<file path="config.mk">
export PLATFORM = sky130hd
export DESIGN_NAME = alu_issue_ctrl
export DESIGN_NICKNAME = d
export VERILOG_FILES = /design/src/rtl/alu_pkg.sv /design/src/rtl/legv8_field_decode.sv /design/src/rtl/alu_issue_ctrl.sv
export SDC_FILE = /design/constraint.sdc
export NUM_CORES = 1
export LEC_CHECK = 0
export CAP_MARGIN = 5
export CORE_MARGIN = 5
export CORE_UTILIZATION = 52
export CTS_BUF_LIST = sky130_fd_sc_hd__clkbuf_16
export DETAILED_ROUTE_END_ITERATION = 8
export GPL_TIMING_DRIVEN = 0
export PLACE_DENSITY_LB_ADDON = 0.3
export SKIP_CTS_REPAIR_TIMING = 1
export SYNTH_ARGS = -nofsm -noshare
export SYNTH_HDL_FRONTEND = slang
export SYNTH_HIERARCHICAL = 1
export SYNTH_SLANG_ARGS = --single-unit
</file>
<file path="constraint.sdc">
create_clock -name clk -period 7 [get_ports clk]
set_input_delay 2.1 -clock clk [delete_from_list [all_inputs] [get_ports clk]]
set_output_delay 2.1 -clock clk [all_outputs]
set_load 0.005 [all_outputs]
</file>
<file path="src/rtl/alu_pkg.sv">
// Shared constants for the LEGv8 ALU issue path: ALU opcodes, LEGv8 opcode fields, FSM states.
// The optional illegal-instruction trap is selected by ALU_ISSUE_ILLEGAL_TRAP_EN.
package alu_pkg;

  localparam logic [3:0] ALU_NOP  = 4'b0000;
  localparam logic [3:0] ALU_AND  = 4'b0001;
  localparam logic [3:0] ALU_OR   = 4'b0010;
  localparam logic [3:0] ALU_NOT  = 4'b0011;
  localparam logic [3:0] ALU_MOVA = 4'b0100;
  localparam logic [3:0] ALU_MOVB = 4'b0101;
  localparam logic [3:0] ALU_ADD  = 4'b0110;
  localparam logic [3:0] ALU_SUB  = 4'b0111;
  localparam logic [3:0] ALU_MOVK = 4'b1000;

  localparam logic [10:0] OP_ADD  = 11'b10001011000;
  localparam logic [10:0] OP_SUB  = 11'b11001011000;
  localparam logic [10:0] OP_AND  = 11'b10001010000;
  localparam logic [10:0] OP_ORR  = 11'b10101010000;
  localparam logic [9:0]  OP_ADDI = 10'b1001000100;
  localparam logic [9:0]  OP_SUBI = 10'b1101000100;
  localparam logic [8:0]  OP_MOVZ = 9'b110100101;
  localparam logic [8:0]  OP_MOVK = 9'b111100101;
  localparam logic [7:0]  OP_CBZ  = 8'b10110100;
  localparam logic [7:0]  OP_CBNZ = 8'b10110101;

  typedef enum logic [2:0] {
    ST_IDLE   = 3'd0,
    ST_DECODE = 3'd1,
    ST_EXEC   = 3'd2,
    ST_RETIRE = 3'd3,
    ST_TRAP   = 3'd4
  } state_e;

  typedef enum logic [1:0] {
    CLS_NONE = 2'd0,
    CLS_WB   = 2'd1,
    CLS_BR   = 2'd2
  } instr_class_e;

endpackage

</file>
<file path="src/rtl/legv8_field_decode.sv">
// Purely combinational LEGv8 field decoder: instruction word -> ALU controls, addresses,
// immediate, branch offset, class and illegal flag.
module legv8_field_decode
  import alu_pkg::*;
#(
  parameter int XLEN = 64
) (
  input  logic [31:0]     instr_i,
  output logic [3:0]      alu_op_o,
  output logic [4:0]      rn_addr_o,
  output logic [4:0]      rm_addr_o,
  output logic [4:0]      rd_addr_o,
  output logic            b_sel_o,
  output logic [XLEN-1:0] imm_o,
  output logic [XLEN-1:0] br_offset_o,
  output instr_class_e    class_o,
  output logic            is_cbnz_o,
  output logic            illegal_o
);

  logic [XLEN-1:0] imm12_zx;
  logic [XLEN-1:0] imm16_zx;

  assign imm12_zx    = {{(XLEN-12){1'b0}}, instr_i[21:10]};
  assign imm16_zx    = {{(XLEN-16){1'b0}}, instr_i[20:5]};
  // imm19 counts instruction words; the byte offset is that value times four.
  assign br_offset_o = {{(XLEN-21){instr_i[23]}}, instr_i[23:5], 2'b00};

  always_comb begin
    alu_op_o  = ALU_NOP;
    rn_addr_o = instr_i[9:5];
    rm_addr_o = instr_i[20:16];
    rd_addr_o = instr_i[4:0];
    b_sel_o   = 1'b0;
    imm_o     = '0;
    class_o   = CLS_NONE;
    is_cbnz_o = 1'b0;
    illegal_o = 1'b1;
    if (instr_i[31:21] == OP_ADD || instr_i[31:21] == OP_SUB ||
        instr_i[31:21] == OP_AND || instr_i[31:21] == OP_ORR) begin
      class_o   = CLS_WB;
      illegal_o = 1'b0;
      if (instr_i[31:21] == OP_ADD)      alu_op_o = ALU_ADD;
      else if (instr_i[31:21] == OP_SUB) alu_op_o = ALU_SUB;
      else if (instr_i[31:21] == OP_AND) alu_op_o = ALU_AND;
      else                               alu_op_o = ALU_OR;
    end else if (instr_i[31:22] == OP_ADDI || instr_i[31:22] == OP_SUBI) begin
      class_o   = CLS_WB;
      illegal_o = 1'b0;
      alu_op_o  = (instr_i[31:22] == OP_ADDI) ? ALU_ADD : ALU_SUB;
      b_sel_o   = 1'b1;
      imm_o     = imm12_zx;
    end else if (instr_i[31:23] == OP_MOVZ) begin
      class_o   = CLS_WB;
      illegal_o = 1'b0;
      alu_op_o  = ALU_MOVB;
      b_sel_o   = 1'b1;
      imm_o     = imm16_zx << {instr_i[22:21], 4'b0000};
    end else if (instr_i[31:23] == OP_MOVK && instr_i[22:21] == 2'b00) begin
      // The ALU only inserts the low halfword, so MOVK with a shift stays illegal.
      class_o   = CLS_WB;
      illegal_o = 1'b0;
      alu_op_o  = ALU_MOVK;
      rn_addr_o = instr_i[4:0];
      b_sel_o   = 1'b1;
      imm_o     = imm16_zx;
    end else if (instr_i[31:24] == OP_CBZ || instr_i[31:24] == OP_CBNZ) begin
      class_o   = CLS_BR;
      illegal_o = 1'b0;
      alu_op_o  = ALU_MOVB;
      rm_addr_o = instr_i[4:0];
      is_cbnz_o = instr_i[24];
    end
  end

endmodule

</file>
<file path="src/rtl/alu_issue_ctrl.sv">
// Multi-cycle LEGv8 issue controller in front of the 64-bit ALU (IDLE->DECODE->EXEC->RETIRE).
// Define ALU_ISSUE_ILLEGAL_TRAP_EN to make illegal instructions trap until reset.
module alu_issue_ctrl
  import alu_pkg::*;
#(
  parameter int          XLEN     = 64,
  parameter logic [4:0]  ZERO_REG = 5'd31
) (
  input  logic            clk,
  input  logic            rst,
  input  logic [31:0]     instr,
  input  logic            instr_valid,
  output logic            instr_ready,
  output logic [3:0]      alu_op,
  output logic [4:0]      rn_addr,
  output logic [4:0]      rm_addr,
  output logic            alu_b_sel,
  output logic [XLEN-1:0] imm,
  input  logic [XLEN-1:0] alu_result,
  input  logic            alu_zero,
  output logic            wb_en,
  output logic [4:0]      wb_rd,
  output logic [XLEN-1:0] wb_data,
  output logic            br_taken,
  output logic [XLEN-1:0] br_offset,
  output logic            done,
  output logic            illegal
);

  // Handshake: a word transfers on a rising edge where instr_valid and instr_ready are both 1;
  // instr_ready is high only in IDLE, so at most one instruction is in flight.

  state_e          state_q;
  logic [31:0]     instr_q;
  instr_class_e    class_q;
  logic            is_cbnz_q, ill_q, zero_q;
  logic [XLEN-1:0] res_q;
  logic            ready_q, b_sel_q, wb_en_q, br_taken_q, done_q, illegal_q;
  logic [3:0]      alu_op_q;
  logic [4:0]      rn_q, rm_q, wb_rd_q;
  logic [XLEN-1:0] imm_q, wb_data_q, br_offset_q;

  logic [3:0]      dec_alu_op;
  logic [4:0]      dec_rn, dec_rm, dec_rd;
  logic            dec_b_sel, dec_cbnz, dec_illegal;
  logic [XLEN-1:0] dec_imm, dec_br_offset;
  instr_class_e    dec_class;

  legv8_field_decode #(.XLEN(XLEN)) u_decode (
    .instr_i     (instr_q),
    .alu_op_o    (dec_alu_op),
    .rn_addr_o   (dec_rn),
    .rm_addr_o   (dec_rm),
    .rd_addr_o   (dec_rd),
    .b_sel_o     (dec_b_sel),
    .imm_o       (dec_imm),
    .br_offset_o (dec_br_offset),
    .class_o     (dec_class),
    .is_cbnz_o   (dec_cbnz),
    .illegal_o   (dec_illegal)
  );

  always_ff @(posedge clk) begin
    if (rst) begin
      state_q     <= ST_IDLE;
      instr_q     <= '0;
      class_q     <= CLS_NONE;
      is_cbnz_q   <= 1'b0;
      ill_q       <= 1'b0;
      zero_q      <= 1'b0;
      res_q       <= '0;
      ready_q     <= 1'b1;
      alu_op_q    <= ALU_NOP;
      rn_q        <= '0;
      rm_q        <= '0;
      b_sel_q     <= 1'b0;
      imm_q       <= '0;
      wb_rd_q     <= '0;
      wb_data_q   <= '0;
      br_offset_q <= '0;
      wb_en_q     <= 1'b0;
      br_taken_q  <= 1'b0;
      done_q      <= 1'b0;
      illegal_q   <= 1'b0;
    end else begin
      done_q     <= 1'b0;
      wb_en_q    <= 1'b0;
      br_taken_q <= 1'b0;
`ifndef ALU_ISSUE_ILLEGAL_TRAP_EN
      illegal_q  <= 1'b0;
`endif
      case (state_q)
        ST_IDLE: begin
          if (instr_valid && ready_q) begin
            instr_q <= instr;
            ready_q <= 1'b0;
            state_q <= ST_DECODE;
          end
        end
        ST_DECODE: begin
          alu_op_q    <= dec_alu_op;
          rn_q        <= dec_rn;
          rm_q        <= dec_rm;
          b_sel_q     <= dec_b_sel;
          imm_q       <= dec_imm;
          wb_rd_q     <= dec_rd;
          br_offset_q <= dec_br_offset;
          class_q     <= dec_class;
          is_cbnz_q   <= dec_cbnz;
          ill_q       <= dec_illegal;
          state_q     <= ST_EXEC;
        end
        ST_EXEC: begin
          res_q   <= alu_result;
          zero_q  <= alu_zero;
          state_q <= ST_RETIRE;
        end
        ST_RETIRE: begin
          done_q <= 1'b1;
          case (class_q)
            CLS_WB: begin
              wb_en_q   <= (wb_rd_q != ZERO_REG);
              wb_data_q <= res_q;
            end
            CLS_BR:  br_taken_q <= is_cbnz_q ? ~zero_q : zero_q;
            default: ;
          endcase
          if (ill_q) illegal_q <= 1'b1;
`ifdef ALU_ISSUE_ILLEGAL_TRAP_EN
          if (ill_q) begin
            state_q <= ST_TRAP;
          end else begin
            state_q <= ST_IDLE;
            ready_q <= 1'b1;
          end
`else
          state_q <= ST_IDLE;
          ready_q <= 1'b1;
`endif
        end
        ST_TRAP: state_q <= ST_TRAP;
        default: begin
          state_q <= ST_IDLE;
          ready_q <= 1'b1;
        end
      endcase
    end
  end

  assign instr_ready = ready_q;
  assign alu_op      = alu_op_q;
  assign rn_addr     = rn_q;
  assign rm_addr     = rm_q;
  assign alu_b_sel   = b_sel_q;
  assign imm         = imm_q;
  assign wb_en       = wb_en_q;
  assign wb_rd       = wb_rd_q;
  assign wb_data     = wb_data_q;
  assign br_taken    = br_taken_q;
  assign br_offset   = br_offset_q;
  assign done        = done_q;
  assign illegal     = illegal_q;

endmodule

</file>
==> impl_metrics.toml, run 1 <==
[floorplanning]
initial_core_util_pct = 52.50
ioPinCount = 317
core_area_um2 = 25840
die-width_um = 171.5
num_rows = 59
die_y_um = 171.5
die_area_um2 = 29420

[grt]
grt_pass1_vias = 11290
grt_max_degree = 50
grtUsageTotal_pct = 24.76
antenna_found_initial = 0
grt_pass1_wl_um = 58550
grt_overflow = 0

[worst_setup_path]
setup.worst_path.end_class = "output pin"
crit_fanout = 4
crit_buf_inv = 1
slowest_stage = "clkdlybuf4s50_1"
critPathMaxStageDelay_ns = 0.57
r2r_slack_ns = 4.33
path_cells = "clkdlybuf4s50_1"
crit_arrival_ns = 1.45
required_ns = 4.90
reg2regPathDepth = 7
r2r-end = "imm[39]"
critPathLaunchType = "flip-flop"
critPathKind = "flip-flop to output pin"
crit_family = "buffers and inverters"
r2r_start = "instr_q[23]"

[route]
viasPerCell = 5.095
route.detailed.drc = 0
detail_route.first_pass.iterations = 5
wl_per_cell_um = 16.39
drt-total-wl_um = 37600
routed-via-count = 11690
dr.first_iter.drc_count = 663
ant_nets = 0

[synth]
synthDistinctLibCells = 44
synth.avg_cell_area_um2 = 8.563
ys.flop_type = "dfxtp_1"
syn_area_um2 = 13560
synth_seq_cells = 321
synth_cells = 1584
synth_area_leader_cell = "dfxtp_1"
async_flop_share_pct = 0
yosysTopAreaCellShare_pct = 47.38
yosysWarnings = 6
synth_edf_count = 0
yosysSeqAreaShare_pct = 47.38
synthTopCellsByArea = "dfxtp_1, nand2_1, nand2b_1"

[sta]
tns_ns = 0
maxSlewHeadroom_pct = 37.43
drv_slew = 0
fin_crit_ns = 3.546
finClkSkew_ns = 0.01498
rsz0062_at_grt = "no"
fmax_mhz = 282.0
period_share_pct = 50.66
tightest_slew_ns = 0.9386
finalHoldViolCount = 0
setup_viol = 0

[status]
outcome = "finished, final reports clean"

[worst_hold_path]
holdPathStages = 2
worstHoldStart = "res_q[50]"
hold_end = "res_q[50]"
worstHoldPathType = "flip-flop to flip-flop"

[clock_network]
cts_buffer_depth = 3
root_buffer = "clkbuf_16"
numCtsBuffers = 34
h-tree-depth = 2
tritoncts = "done"
cts_sinks = 321
clk_pin_slew_ns = 0.06
clock_latency_ns = 0.51

[final_layout]
utilization_pct = 70.62
n_antenna_cell = 0
fill_cells = 2093
finalInstanceArea_um2 = 18250
layout-drive-gt1-share_pct = 10.31
fin_nets = 2036
area_growth_pct = 34.52

[power]
ir_worst_vdd_v = 0.0001982
combPwrFrac_pct = 11.6
p_sw_mw = 1.032
power_frac_clock_pct = 42.0
leakagePower_nw = 6.432
power_density_nw_per_um2 = 231.4
swShare_pct = 24.43
p_int_mw = 3.191
seq_power_share_pct = 46.4

[place]
gp_congestion = 0.8698
portBuffers = 315
dp_hpwl_um = 27630
dpl_cell_area_um2 = 17140

[flow_run]
maxCapViolCount = 0
## cell usage after synthesis, types with 10 or more instances
master / number
nand2_1: 441
dfxtp_1: 321
a21oi_1: 221
nand2b_1: 192
mux2i_1: 96
buf_4: 78
and2_1: 55
clkbuf_1: 53
buf_2: 28
buf_6: 23
a22o_1: 11
mux2_2: 10
## cell families (layout without fill, tap and decap cells)
family                   after synthesis  in the layout  share of synthesized area [%]
AND/OR/NAND/NOR                      727            727                          26.35
AO/OA/AOI/OAI                        239            239                          9.224
multiplexers                         106            106                          7.914
XOR/XNOR                               3              3                         0.1937
flip-flops                           321            321                          47.38
adder cells (fa/ha/maj)                1              1                        0.07380
buffers and inverters                186            560                          8.837
other                                  1              2                        0.02765
## how the worst max path moves through the flow
stage	slack, ns	depth (start not counted)	startpoint	end
finish	3.45	1	instr_ready	instr_ready
floorplan	3.87	5	rst	br_offset[45]
detailed placement	3.06	5	rst	imm[47]
global placement	3.07	5	rst	imm[37]
CTS	3.43	1	wb_rd[4]	wb_rd[4]
global route	3.39	1	alu_op[3]	alu_op[3]
## per-stage QoR
step | power (mW) | setup WS, ns | instances | hold slack [ns]
6_report | 4.223 | 3.454 | 2294 | 0.4530
5_1_grt | 4.384 | 3.393 | 2294 | 0.4680
4_1_cts | 4.253 | 3.430 | 2294 | 0.4547
3_5_place_dp | 2.485 | 3.057 | 2235 | 0.4467
3_3_place_gp | 2.476 | 3.072 | 2235 | 0.4420
2_1_floorplan | 2.291 | 3.867 | 1585 | 0.4296
## tightest hold or removal path, delay by kind of cell, from the launching register on
family	cells	cell delay, ns
compound gates	1	0.05
simple gates	1	0.05
flops	1	0.31
## layout by cell type, fill, tap and decap left out, drive strengths merged, types with 2 or more instances in the layout
master	instances
xor2	2
buf	129
nor2	5
a22o	11
and2	55
clkbuf	90
nand2b	192
clkinv	15
nor4b	3
clkdlybuf4s50	315
nand2	441
bufinv	3
nor3	3
nor4	7
a21oi	221
mux2i	96
conb	2
dfxtp	321
and3b	2
a31oi	3
or2	3
nor3b	4
or3b	4
inv	8
mux2	10
## layout make-up
class | count | area, um2 | share of cell area (%)
clock inverter | 22 | 178.9 | 0.9806
tap | 335 | 419.2 | 2.297
sequential | 321 | 6427 | 35.23
multi-input combinational | 1078 | 5943 | 32.57
clock buffer | 37 | 925.9 | 5.074
timing repair buffer | 315 | 3153 | 17.28
inverter | 4 | 15.01 | 0.08229
buffer | 182 | 1184 | 6.487
## state kept, by name, summed over array words and instances, names as in the netlist
name         cells
br_offset       64
imm             64
res_q           64
wb_data         64
instr_q         32
rm_addr          5
rn_addr          5
wb_rd            5
alu_op           4
state_q          3
class_q          2
alu_b_sel        1
br_taken         1
done             1
ill_q            1
illegal          1
instr_ready      1
is_cbnz_q        1
wb_en            1
zero_q           1
## power groups by stage
stage               clock [mW]  sequential (mW)  combinational [mW]
global route              1.88             1.97               0.534
CTS                       1.80             1.96               0.491
detailed placement           0             2.00               0.487
finish                    1.77             1.96               0.489
global placement             0             2.00               0.480
floorplan                    0             1.97               0.320
## routing by layer
| layer | track usage [%] | routed length (um) |
|---|---|---|
| met3 | 7.699 | 3918 |
| met2 | 42.61 | 17910 |
| met1 | 29.73 | 14700 |
| met4 | 7.578 | 1071 |
| met5 | 0 | 0 |
(Power assumes the default switching activity.)
==> inputs of run 2 (changes only) <==
Settings changed: CORE_UTILIZATION 52 to 46.
Clock period 7 ns to 2.9 ns, I/O delays scaled along.
==> impl_metrics.toml, run 2 (same netlist as run 1, synthesis figures left out) <==
[worst_setup_path]
crit_arrival_ns = 2.77
crit_top_cell = "nand2_1"
critPathLaunchType = "flip-flop"
path_cells = "and4bb_2 > nand2_1 > nor4_4 > clkbuf_1 > and2_1 > nand2_1 > a21oi_1"
required_ns = 3.34
slowest_stage = "nor4_4"
critPathMaxStageDelay_ns = 0.53
setup.worst_path.end_class = "flip-flop"
reg2regPathDepth = 7
crit_fanout = 10
critPathKind = "flip-flop to flip-flop"

[power]
p_int_mw = 7.441
ir_worst_vdd_v = 0.0004598
leakagePower_nw = 6.411
power_frac_clock_pct = 40.8
power_density_nw_per_um2 = 546.9
combPwrFrac_pct = 12.0
seq_power_share_pct = 47.2
p_sw_mw = 2.544
swShare_pct = 25.48

[clock_network]
cts_sinks = 321
numCtsBuffers = 36
clk_pin_slew_ns = 0.06
clock_latency_ns = 0.51
cts_buffer_depth = 3
root_buffer = "clkbuf_16"
h-tree-depth = 2
tritoncts = "done"

[floorplanning]
initial_core_util_pct = 46.88
ioPinCount = 317
die_area_um2 = 33020
core_area_um2 = 28940
num_rows = 62
die_y_um = 181.7
die-width_um = 181.7

[route]
routed-via-count = 11550
detail_route.first_pass.iterations = 5
viasPerCell = 4.920
ant_nets = 0
dr.first_iter.drc_count = 631
wl_per_cell_um = 16.69
drt-total-wl_um = 39170
route.detailed.drc = 0

[place]
gp_congestion = 0.8225
dp_hpwl_um = 28810
dpl_cell_area_um2 = 17220
portBuffers = 315

[grt]
grt_max_degree = 45
grt_pass1_wl_um = 60550
grt_pass1_vias = 11140
antenna_found_initial = 1
grt_overflow = 0
grtUsageTotal_pct = 22.58

[sta]
period_share_pct = 80.36
finClkSkew_ns = 0.01415
rsz0062_at_grt = "no"
setup_viol = 0
fin_crit_ns = 2.330
finalHoldViolCount = 0
tightest_slew_ns = 0.7303
fmax_mhz = 429.1
drv_slew = 0
maxSlewHeadroom_pct = 51.31

[final_layout]
area_growth_pct = 34.59
final_common_cell = "nand2_1"
final_cell_mix = "nand2_1, dfxtp_1, clkdlybuf4s50_1"
finalInstanceArea_um2 = 18260
n_antenna_cell = 0
utilization_pct = 63.09
fin_nets = 2039
layout-drive-gt1-share_pct = 10.19

[status]
outcome = "finished, final reports clean"

[flow_run]
maxCapViolCount = 0

[worst_hold_path]
holdPathStages = 2
worstHoldPathType = "flip-flop to flip-flop"
run 2: power groups by stage:
stage	Clock (mW)	Sequential (mW)	Combinational, mW
CTS	4.13	4.71	1.20
global route	4.30	4.73	1.31
global placement	0	4.82	1.16
finish	4.07	4.72	1.20
floorplan	0	4.76	0.773
detailed placement	0	4.81	1.20
run 2: per-layer routing:
| metal | track usage (%) | vias to the layer above | part of all wire [%] |
|---|---|---|---|
| met5 | 0 | - | 0.028 |
| met4 | 6.334 | 2 | 2.6 |
| met3 | 6.943 | 75 | 9.2 |
| met2 | 37.88 | 412 | 47 |
| met1 | 28.16 | 5309 | 41 |
| li1 | - | 5749 | - |
run 2: per-stage QoR:
stage,TNS (ns),cells,setup WS [ns],hold WS (ns),total power [mW]
after global placement,-13.15,2284,-0.4074,0.4422,5.984
after CTS,0,2347,0.5239,0.4544,10.05
final,0,2347,0.5695,0.4514,9.985
after floorplan,0,1585,0.4649,0.4296,5.529
after detailed placement,0,2285,0.1546,0.4453,6.008
after global routing,0,2347,0.4524,0.4665,10.34
run 2: path summary, 6_finish.rpt:
kind,startpoint,endpoint,slack (ns)
worst max-delay path,instr_q[30],imm[31],0.57
worst min-delay path,res_q[16],res_q[16],0.45
worst max register to register,instr_q[30],imm[31],0.57
worst min register to register,res_q[16],res_q[16],0.45
run 2: area by class of cell:
class,count,area (um2)
plain buffers,182,1184
fillers,2456,10680
flip-flops and latches,321,6427
clock buffers,37,925.9
multi-input cells,1078,5943
repair buffers,316,3173
inverters,4,15.01
clock inverters,25,107.6
well taps,384,480.5
run 2: worst max-delay path: cells and delay by family, from the launching register on:
family | cells | cell delay (ns)
flops | 1 | 0.50
buf+inv | 1 | 0.34
simple gates | 5 | 1.28
compound gates | 1 | 0.13
